==> src/rtl/hazard_scoreboard.sv <==
`default_nettype none
// ============================================================================
// Module      : hazard_scoreboard
// Description : Tracks in-flight writers behind ID, picks forwarding sources
//               for the two ID operands and raises load-use / no-forwarding
//               stalls. Keeps a saturating count of stall cycles.
// Revision    : 1.0 - initial release
// ============================================================================
module hazard_scoreboard #(
  parameter int REG_ADDR_LEN = 4,
  parameter int DEPTH        = 3,
  parameter int LOAD_READY   = 1,
  parameter int R0_ZERO      = 1,
  localparam int SEL_LEN     = $clog2(DEPTH + 1)
) (
  input  logic                    clk,
  input  logic                    rst,
  input  logic                    forward_EN,
  input  logic                    id_valid,
  input  logic [REG_ADDR_LEN-1:0] src1_ID,
  input  logic [REG_ADDR_LEN-1:0] src2_ID,
  input  logic                    src1_used,
  input  logic                    src2_used,
  input  logic [REG_ADDR_LEN-1:0] dest_ID,
  input  logic                    WB_EN_ID,
  input  logic                    MEM_R_EN_ID,
  input  logic                    flush,
  output logic                    hazard_detected,
  output logic [SEL_LEN-1:0]      reg1_sel,
  output logic [SEL_LEN-1:0]      reg2_sel,
  output logic                    issue,
  output logic [15:0]             stall_count
);

  // Stage pipeline: index 0 is the instruction that just left ID.
  logic [DEPTH-1:0]        r_valid;
  logic [DEPTH-1:0]        r_wb_en;
  logic [DEPTH-1:0]        r_is_load;
  logic [REG_ADDR_LEN-1:0] r_dest [DEPTH];
  logic [15:0]             r_stall_count;

  logic [DEPTH-1:0]        w_match1;
  logic [DEPTH-1:0]        w_match2;
  logic [SEL_LEN-1:0]      w_fwd_sel1;
  logic [SEL_LEN-1:0]      w_fwd_sel2;
  logic                    w_load_haz1;
  logic                    w_load_haz2;
  logic                    w_haz_any;
  logic                    w_src1_zero;
  logic                    w_src2_zero;

  // Register 0 reads never depend on an in-flight writer when it is hardwired.
  assign w_src1_zero = (R0_ZERO != 0) && (src1_ID == '0);
  assign w_src2_zero = (R0_ZERO != 0) && (src2_ID == '0);

  // Per-stage match of each ID source against live, writing entries.
  always_comb begin
    w_match1 = '0;
    w_match2 = '0;
    for (int k = 0; k < DEPTH; k++) begin
      w_match1[k] = src1_used && r_valid[k] && r_wb_en[k] &&
                    (r_dest[k] == src1_ID) && !w_src1_zero;
      w_match2[k] = src2_used && r_valid[k] && r_wb_en[k] &&
                    (r_dest[k] == src2_ID) && !w_src2_zero;
    end
  end

  // Youngest match wins; walking oldest-to-youngest lets the last hit stick.
  // The load check is taken from that same youngest producer.
  always_comb begin
    w_fwd_sel1  = '0;
    w_fwd_sel2  = '0;
    w_load_haz1 = 1'b0;
    w_load_haz2 = 1'b0;
    for (int k = DEPTH - 1; k >= 0; k--) begin
      if (w_match1[k]) begin
        w_fwd_sel1  = SEL_LEN'(k + 1);
        w_load_haz1 = r_is_load[k] && (k < LOAD_READY);
      end
      if (w_match2[k]) begin
        w_fwd_sel2  = SEL_LEN'(k + 1);
        w_load_haz2 = r_is_load[k] && (k < LOAD_READY);
      end
    end
  end

  // Stall decision, issue and operand selects; reset and flush gate them off.
  always_comb begin
    if (forward_EN) begin
      w_haz_any = w_load_haz1 || w_load_haz2;
    end else begin
      w_haz_any = (|w_match1) || (|w_match2);
    end
    hazard_detected = !rst && id_valid && !flush && w_haz_any;
    issue           = !rst && id_valid && !flush && !w_haz_any;
    reg1_sel        = (rst || !forward_EN) ? '0 : w_fwd_sel1;
    reg2_sel        = (rst || !forward_EN) ? '0 : w_fwd_sel2;
  end

  // Valid bits shift every cycle; a non-issuing cycle inserts a bubble.
  always_ff @(posedge clk) begin
    if (rst) begin
      r_valid <= '0;
    end else begin
      r_valid <= {r_valid[DEPTH-2:0], issue};
    end
  end

  // Payload shifts unconditionally; it is only meaningful where valid is set.
  always_ff @(posedge clk) begin
    r_wb_en   <= {r_wb_en[DEPTH-2:0], WB_EN_ID};
    r_is_load <= {r_is_load[DEPTH-2:0], MEM_R_EN_ID};
    r_dest[0] <= dest_ID;
    for (int i = 1; i < DEPTH; i++) begin
      r_dest[i] <= r_dest[i-1];
    end
  end

  // Saturating stall-cycle counter.
  always_ff @(posedge clk) begin
    if (rst) begin
      r_stall_count <= '0;
    end else if (hazard_detected && (r_stall_count != 16'hFFFF)) begin
      r_stall_count <= r_stall_count + 16'd1;
    end
  end

  assign stall_count = r_stall_count;

endmodule
`default_nettype wire

==> config.mk <==
export PLATFORM = sky130hd
export DESIGN_NAME = hazard_scoreboard
export DESIGN_NICKNAME = d
export VERILOG_FILES = /design/src/rtl/hazard_scoreboard.sv
export SDC_FILE = /design/constraint.sdc
export NUM_CORES = 1
export LEC_CHECK = 0
export ABC_AREA = 1
export CELL_PAD_IN_SITES_DETAIL_PLACEMENT = 1
export CELL_PAD_IN_SITES_GLOBAL_PLACEMENT = 2
export CORE_MARGIN = 5
export CORE_UTILIZATION = 29
export CTS_CLUSTER_SIZE = 25
export DETAILED_ROUTE_END_ITERATION = 10
export HOLD_SLACK_MARGIN = 0.15
export MAX_ROUTING_LAYER = met4
export PLACE_DENSITY = 0.81
export SETUP_SLACK_MARGIN = 0.4
export SLEW_MARGIN = 30
export SYNTH_ARGS = -nofsm -noshare
export SYNTH_HDL_FRONTEND = slang
export SYNTH_SLANG_ARGS = --single-unit
==> constraint.sdc <==
create_clock -name clk -period 2.95 [get_ports clk]
set_clock_uncertainty 0.05 [all_clocks]
set_input_delay 0.59 -clock clk [delete_from_list [all_inputs] [get_ports clk]]
set_output_delay 0.59 -clock clk [all_outputs]
set_load 0.005 [all_outputs]
==> results of run 1 <==
==> area by class of cell <==
class / instances / area [sq um] / share of cell area
Multi-Input combinational cell: 230 / 1210 / 0.436
Sequential cell: 35 / 701 / 0.253
Timing Repair Buffer: 58 / 522 / 0.188
Inverter: 40 / 150 / 0.0541
Tap cell: 96 / 120 / 0.0433
Clock buffer: 6 / 72.6 / 0.0262
==> worst min path at each step <==
| stage | depth (start not counted) | endpoint | start | slack [ns] |
|---|---|---|---|---|
| 6_report | 0 | r_wb_en[2] | r_wb_en[1] | 0.32 |
| 5_1_grt | 0 | r_wb_en[1] | r_wb_en[0] | 0.34 |
| 4_1_cts | 0 | r_wb_en[2] | r_wb_en[1] | 0.33 |
| 3_5_place_dp | 0 | r_wb_en[2] | r_wb_en[1] | 0.32 |
| 3_3_place_gp | 0 | r_wb_en[2] | r_wb_en[1] | 0.31 |
| 2_1_floorplan | 0 | r_wb_en[1] | r_wb_en[0] | 0.30 |
==> layer usage <==
metal,vias up,GRT usage,part of all wire
li1,1063,-,-
met1,930,0.148,0.43
met2,28,0.260,0.53
met3,9,0.0321,0.033
met4,0,0.0433,0.011
met5,-,-,0
==> power groups by stage <==
stage          registers, W  clock network (W)  logic (W)
2_1_floorplan      0.000504                  0  0.0000563
3_3_place_gp       0.000508                  0   0.000110
3_5_place_dp       0.000508                  0   0.000110
4_1_cts            0.000497           0.000348   0.000109
5_1_grt            0.000498           0.000371   0.000120
6_report           0.000496           0.000338   0.000107
==> through the flow <==
stage | util | total power (W) | setup slack, ns
floorplan | - | 0.000560 | 0.904
global placement | 0.391 | 0.000617 | -0.289
detailed placement | 0.391 | 0.000618 | -0.306
CTS | 0.403 | 0.000954 | 0.181
global route | 0.406 | 0.000990 | 0.378
finish | 0.406 | 0.000942 | 0.489
==> layout by cell type (no fill, tap or decap), types with 3 or more instances in the layout <==
cell | Yosys | final
a21oi_1 | 7 | 6
a21oi_2 | 10 | 10
xnor2_1 | 3 | 3
nand3_1 | 13 | 12
dfxtp_1 | 35 | 35
inv_2 | 5 | 7
nand2_2 | 13 | 14
o21ai_0 | 3 | 3
nor3_1 | 3 | 3
nor2_1 | 37 | 29
buf_2 | 0 | 7
clkdlybuf4s50_1 | 0 | 26
nor2_2 | 4 | 12
buf_4 | 1 | 15
clkbuf_8 | 0 | 5
clkdlybuf4s15_2 | 0 | 3
xor2_1 | 12 | 12
inv_1 | 35 | 33
dlygate4sd2_1 | 0 | 4
nand2_1 | 110 | 109
==> registers in the layout, indices dropped and copies added (netlist names) <==
| register | count |
|---|---|
| stall_count | 16 |
| r_dest | 12 |
| r_valid | 3 |
| r_wb_en | 3 |
| r_is_load | 1 |
==> critical path: cells and delay by family <==
family	cells	cell delay, ns
buf+inv	5	0.69
compound gates	1	0.14
simple gates	4	0.39
==> kinds of logic (layout without fill, tap and decap cells) <==
group	Yosys count	in the layout	share of synthesized area
xor+xnor	15	15	0.0642
simple gates	192	192	0.427
fa+ha+maj	1	1	0.00611
buf+inv	44	104	0.0862
compound gates	22	22	0.0746
flops	35	35	0.342
==> repair_timing <==
| item | 4_1_cts | 5_1_grt |
|---|---|---|
| setup buffers | 1 | 2 |
| gates resized for setup | 45 | 13 |
| endpoints found under the setup margin | 6 | 5 |
| pin swaps | 7 | 9 |
| hold endpoints to repair | 0 | 0 |
| gates cloned | 0 | 0 |
==> results.json, run 1 <==
{
  "die_w_um": 94.0,
  "grt_pass1_vias": 2134,
  "peakVddDrop_mv": 0.159,
  "end_kind": "output pin",
  "synthTopCellsByCount": "110 x nand2_1, 37 x nor2_1, 35 x dfxtp_1, 35 x inv_1",
  "cpPeakStageDelay_ns": 0.24,
  "finalMaxSlewViolations": 0,
  "die_y_um": 94.0,
  "pwr-share-comb": 0.114,
  "area_delta_synth_final_pct": 35.5,
  "clk_latency_ns": 0.29,
  "dieArea_sq_um": 8840,
  "antenna_cells": 0,
  "finalSetupViolCount": 0,
  "syn_area_sq_um": 2050,
  "r2r_end": "stall_count[12]",
  "avgViaCountPerCell": 4.37,
  "synth_area_leaders": "dfxtp_1 34%, nand2_1 20%, nor2_1 6.8%, inv_1 6.4%, xor2_1 5.1%",
  "yosysTopAreaCellShare": 0.342,
  "numPortBuffers": 42,
  "grt_max_degree": 16,
  "critPathSlowestCell": "dlygate4sd2_1",
  "min_period_ns": 2.46,
  "synth.most_common_cell": "nand2_1",
  "r2r_start": "stall_count[0]",
  "drcViolationCount": 0,
  "seq_area_frac_synth": 0.342,
  "worstPathArrival_ns": 1.82,
  "worstSetupPathType": "in2out",
  "drv_cap": 0,
  "drive_above_1_share": 0.230,
  "synth_top_area_cell": "dfxtp_1",
  "path_clk_slew_ns": 0.07,
  "gp_congestion": 0.768,
  "status": "completed",
  "finalHoldViolCount": 0,
  "synth_seq_cells": 35,
  "p_per_area_nw_per_um2": 339,
  "syn_inst": 309,
  "cts_made_buffers": 5,
  "internal_power_w": 0.000689,
  "rsz0062_at_grt": "no",
  "tightestPinTransition_ns": 0.341,
  "track_usage": 0.141,
  "finalInstanceArea_sq_um": 2770,
  "synth.avg_cell_area_sq_um": 6.62,
  "ctsHoldBuffers": 0,
  "drt_iter0_drc": 41,
  "grt_pass1_wl_mm": 9.52,
  "max_freq_mhz": 406,
  "p_sw_w": 0.000252,
  "crit_end": "reg1_sel[1]",
  "syn_nets": 331,
  "vias": 2030,
  "placed_area_sq_um": 2670,
  "slew_headroom": 0.771,
  "critPathLaunch": "src1_used",
  "dp_hpwl_mm": 4.54,
  "post-route-period-util": 0.834,
  "finalSetupTns_ns": 0,
  "fillers": 906,
  "ys_warn_count": 0,
  "hp-class": "reg2reg",
  "root_buffer": "clkbuf_8",
  "htree_levels": 2,
  "start_util": 0.300,
  "p_leak_nw": 1.26,
  "async_flop_share": 0,
  "antenna_found_initial": 0,
  "post-place-cells": 456,
  "worstPathMaxFanout": 2,
  "tritoncts": "built",
  "cp.required_ns": 2.31,
  "boundaryPins": 43,
  "instances_no_fill": 465,
  "seq_power_share": 0.527,
  "synth_ff_type": "dfxtp_1",
  "clockPowerShare": 0.359,
  "rr_worst_depth": 10,
  "grt_overflow_total": 0,
  "coreArea_sq_um": 6830,
  "cts_buffer_depth": 2,
  "clock-sinks": 35,
  "synth_cell_types": 28,
  "fin_nets": 392,
  "cp_cell_sequence": "dlygate4sd2_1, inv_2, nor2_1, nand2_1, nor2_2, nand2_1, buf_4, buf_4, a21oi_4, buf_2",
  "timing.hold.ws_ns": 0.325,
  "drtAntennaViolNets": 0,
  "wl_per_cell_um": 12.3,
  "drt-total-wl_mm": 5.72,
  "first_pass_iters": 4,
  "worstSetupStartpointType": "primary input",
  "sw_frac_of_total": 0.268,
  "std_cell_rows": 30,
  "synth_edf_count": 0,
  "rrSetupSlack_ns": 0.91
}
Note: power is estimated with default switching activity, not from simulation.
==> run 2: changes to the inputs <==
Settings changed: CORE_UTILIZATION 29 to 24, PLACE_DENSITY 0.81 to 0.71.
Clock period 2.95 ns to 2.17 ns, I/O delays scaled along.
==> run 2 against run 1 <==
Final area rose by 19%. Die area up 19%. Routed wire length grew 11%. Largest cell class unchanged. Largest power group unchanged.
==> results.json, run 2 (synthesis results as in run 1) <==
{
  "status": "completed",
  "antenna_found_initial": 0,
  "post-place-cells": 472,
  "post-route-period-util": 0.938,
  "whs_endpoint": "r_wb_en[1]",
  "final_cell_mix": "80 x nand2_1, 33 x nand2_2, 26 x nor2_1",
  "grt_overflow_total": 0,
  "start_util": 0.248,
  "drt_iter0_drc": 23,
  "hold_start": "r_wb_en[0]",
  "drv_cap": 0,
  "drive_above_1_share": 0.487,
  "worstPathMaxFanout": 3,
  "slew_headroom": 0.762,
  "fin_nets": 412,
  "die_y_um": 102,
  "grt_pass1_wl_mm": 10.8,
  "largest_register_ffs": 16,
  "finalMaxSlewViolations": 0,
  "coreArea_sq_um": 8260,
  "instances_no_fill": 495,
  "vias": 2162,
  "rsz0062_at_grt": "yes",
  "clock-sinks": 35,
  "root_buffer": "clkbuf_8",
  "final_common_cell": "nand2_1",
  "max_freq_mhz": 491,
  "gp_congestion": 0.801,
  "grt_pass1_vias": 2311,
  "avgViaCountPerCell": 4.37,
  "clk_latency_ns": 0.28,
  "min_period_ns": 2.03,
  "htree_levels": 2,
  "std_cell_rows": 33,
  "end_kind": "output pin",
  "drcViolationCount": 0,
  "grt_max_degree": 16,
  "drtAntennaViolNets": 0,
  "area_delta_synth_final_pct": 60.9,
  "wl_per_cell_um": 12.9,
  "dp_hpwl_mm": 4.79,
  "dieArea_sq_um": 10500,
  "numPortBuffers": 42,
  "cp.required_ns": 1.69,
  "peakVddDrop_mv": 0.252,
  "boundaryPins": 43,
  "finalPower_w": 0.00147,
  "rrSetupSlack_ns": 0.24,
  "critPathLaunch": "r_dest[0][11]",
  "finalSetupTns_ns": 0,
  "ctsHoldBuffers": 0,
  "path_clk_slew_ns": 0.08,
  "holdPathStages": 0,
  "drt-total-wl_mm": 6.37,
  "r2r_start": "r_dest[0][11]",
  "worstSetupStartpointType": "flop",
  "tritoncts": "built",
  "die_w_um": 102,
  "antenna_cells": 0,
  "tightestPinTransition_ns": 0.354,
  "p_leak_nw": 1.47,
  "finalHoldViolCount": 0,
  "worstPathArrival_ns": 1.55,
  "fin_ws_ns": 0.135,
  "post-place-ws_ns": -0.787,
  "rr_worst_depth": 14,
  "p_per_area_nw_per_um2": 445,
  "first_pass_iters": 4,
  "finalSetupViolCount": 0,
  "cts_buffer_depth": 2,
  "worstSetupPathType": "reg2out",
  "r2r_end": "stall_count[10]",
  "hp-class": "reg2reg",
  "cts_made_buffers": 5,
  "track_usage": 0.134
}
run 2: worst max path at each step:
stage                           end  slack [ns]  cells after the start
floorplan            stall_count[7]        0.41                     10
global placement    hazard_detected       -0.82                     12
detailed placement            issue       -0.79                     12
CTS                     reg2_sel[1]        0.08                     11
global route            reg2_sel[1]        0.02                     11
finish                  reg2_sel[1]        0.14                     11
run 2: critical path, cell delays in order (launching register included):
cell,delay (ns)
dfxtp_4,0.36
inv_2,0.05
nand2_2,0.03
nand2_1,0.06
nand2_1,0.05
nand3b_1,0.22
nand2_4,0.12
buf_6,0.09
buf_6,0.08
nand2_2,0.04
nor2_2,0.06
buf_2,0.11
run 2: power breakdown:
part / internal, W / switching, W / leakage (nW)
Combinational: 0.0000877 / 0.000108 / 1.12
Clock: 0.000336 / 0.000258 / 0.0502
Sequential: 0.000659 / 0.0000165 / 0.297
run 2: metrics by stage:
step            util  instance area (sq um)  hold slack (ns)
6_report       0.399                   3290            0.318
3_3_place_gp   0.331                   2740            0.312
4_1_cts        0.371                   3060            0.327
2_1_floorplan      -                   2050            0.300
3_5_place_dp   0.331                   2740            0.318
5_1_grt        0.399                   3290            0.327
run 2: layout make-up:
type                    count  area (sq um)
fillers                  1033          4960
multi-input cells         230          1420
flip-flops and latches     35           747
repair buffers             78           737
inverters                  40           150
well taps                 105           131
clock buffers               5          68.8
clock inverters             2          37.5
run 2: routing by layer:
metal  GRT usage  up-vias  share of wire
li1            -     1101              -
met1       0.157     1024           0.45
met2       0.240       35           0.52
met3      0.0232        2          0.028
met4      0.0242        0         0.0057
met5           -        -              0
run 2: timing repair:
action / CTS / global route
resized for setup: 135 / 76
cloned: 1 / 0
setup endpoints to repair: 27 / 30
buffers inserted: 10 / 5
pin swaps: 37 / 27
==> run 3: changes to the inputs <==
Settings changed: CORE_UTILIZATION 24 to 28, CTS_BUF_LIST from default to sky130_fd_sc_hd__clkbuf_8, PLACE_DENSITY 0.71 to 0.78.
Clock period 2.17 ns to 2.2 ns, I/O delays scaled along.
==> run 3 against run 2 <==
Die area is 13% lower. Register-to-register slack worse by 0.08 ns. Critical path depth stayed put. Sequential power is 2% lower. Routed wire length is 4.1% higher. Clock power is 4.7% higher. Non-clock buffer count is 7 lower. Critical endpoint is now issue. Sequential cell count stayed put. Count of clock-buffer cells in the layout stayed put.
==> results.json, run 3 (synthesis results as in run 1) <==
{
  "fin_ws_ns": 0.108,
  "hp-class": "reg2reg",
  "root_buffer": "clkbuf_8",
  "drive_above_1_share": 0.461,
  "antenna_found_initial": 0,
  "worstSetupStartpointType": "flop",
  "post-place-cells": 463,
  "worstSetupPathType": "reg2out",
  "fillers": 887,
  "post-place-ws_ns": -0.811,
  "finalSetupTns_ns": 0,
  "rr_worst_depth": 16,
  "grt_overflow_total": 0,
  "clk_latency_ns": 0.30,
  "grt_max_degree": 14,
  "instances_no_fill": 483,
  "avgViaCountPerCell": 4.39,
  "grt_pass1_vias": 2227,
  "first_pass_iters": 4,
  "wl_per_cell_um": 13.7,
  "gp_congestion": 0.813,
  "die_y_um": 95.5,
  "p_leak_nw": 1.43,
  "finalHoldViolCount": 0,
  "coreArea_sq_um": 7180,
  "grt_pass1_wl_mm": 10.4,
  "final_common_cell": "nand2_1",
  "max_freq_mhz": 478,
  "dp_hpwl_mm": 4.69,
  "p_per_area_nw_per_um2": 452,
  "finalSetupViolCount": 0,
  "fin_nets": 405,
  "die_w_um": 95.5,
  "tritoncts": "built",
  "dieArea_sq_um": 9120,
  "cp.required_ns": 1.71,
  "slew_headroom": 0.721,
  "multiInputGateArea_sq_um": 1380,
  "finalMaxSlewViolations": 0,
  "final_cell_mix": "84 x nand2_1, 28 x nand2_2, 27 x nor2_1",
  "tightestPinTransition_ns": 0.415,
  "cts_made_buffers": 5,
  "ctsHoldBuffers": 0,
  "track_usage": 0.153,
  "vias": 2118,
  "rsz0062_at_grt": "yes",
  "numPortBuffers": 42,
  "htree_levels": 2,
  "end_kind": "output pin",
  "start_util": 0.285,
  "worstPathArrival_ns": 1.60,
  "drt_iter0_drc": 28,
  "largest_register_ffs": 16,
  "cts_buffer_depth": 2,
  "peakVddDrop_mv": 0.230,
  "antenna_cells": 0,
  "area_delta_synth_final_pct": 57.6,
  "post-route-period-util": 0.951,
  "drtAntennaViolNets": 0,
  "std_cell_rows": 31,
  "timing.hold.ws_ns": 0.316,
  "holdPathStages": 0,
  "drcViolationCount": 0,
  "seq_area_sq_um": 742,
  "drv_cap": 0,
  "boundaryPins": 43,
  "path_clk_slew_ns": 0.08,
  "drt-total-wl_mm": 6.62,
  "worstPathMaxFanout": 3,
  "clock-sinks": 35,
  "status": "completed",
  "min_period_ns": 2.09
}
run 3: cell types whose count changed in the layout (fill, tap and decap cells not counted), moves of 3 or more:
| cell | delta |
|---|---|
| buf_6 | -4 |
| buf_2 | +3 |
| nor2_2 | +3 |
| clkdlybuf4s50_1 | +3 |
| nand2_2 | -5 |
| nand2_1 | +4 |
| buf_4 | -5 |
| nor2_4 | -4 |
run 3: power breakdown:
group	switching, W	leakage (nW)	internal, W
registers	0.0000153	0.296	0.000650
clock network	0.000279	0.0587	0.000344
logic	0.0000967	1.08	0.0000733
run 3: final timing paths:
| path | from | slack (ns) | endpoint |
|---|---|---|---|
| max | r_dest[0][11] | 0.11 | issue |
| max reg2reg | r_dest[0][11] | 0.16 | stall_count[9] |
| min reg2reg | r_wb_en[1] | 0.32 | r_wb_en[2] |
| min | r_wb_en[1] | 0.32 | r_wb_en[2] |
run 3: per-stage QoR:
step,utilization,power (W),cell area [sq um]
final,0.450,0.00146,3230
after global routing,0.450,0.00152,3230
after CTS,0.422,0.00146,3030
after detailed placement,0.379,0.000837,2720
after global placement,0.379,0.000836,2720
after floorplan,-,0.000751,2050
run 3: final cells by class:
cell class                 count  share of cell area
inverter                      40              0.0473
sequential                    35               0.230
tap                           99              0.0384
multi-input combinational    230               0.428
timing repair buffer          71               0.220
clock inverter                 3              0.0147
clock buffer                   5              0.0213
run 3: per-layer routing:
metal,GRT usage,vias to the layer above,routed length [um]
li1,-,1093,-
met1,0.172,991,2900
met2,0.272,28,3420
met3,0.0355,6,226
met4,0.0427,0,82
met5,-,-,0
run 3: what timing repair did:
action	4_1_cts	5_1_grt
pin swaps	34	26
resized for setup	134	53
buffers inserted	6	3
cloned	2	1
setup endpoints to repair	26	29
run 3: critical path: stages (launching register included):
cell	delay, ns
dfxtp_4	0.37
inv_2	0.03
nand2_2	0.05
nand2_2	0.05
nand2_2	0.05
nand3b_1	0.13
nand2_2	0.07
buf_6	0.12
nor2_4	0.09
nand2_4	0.07
a21boi_1	0.14
buf_2	0.13
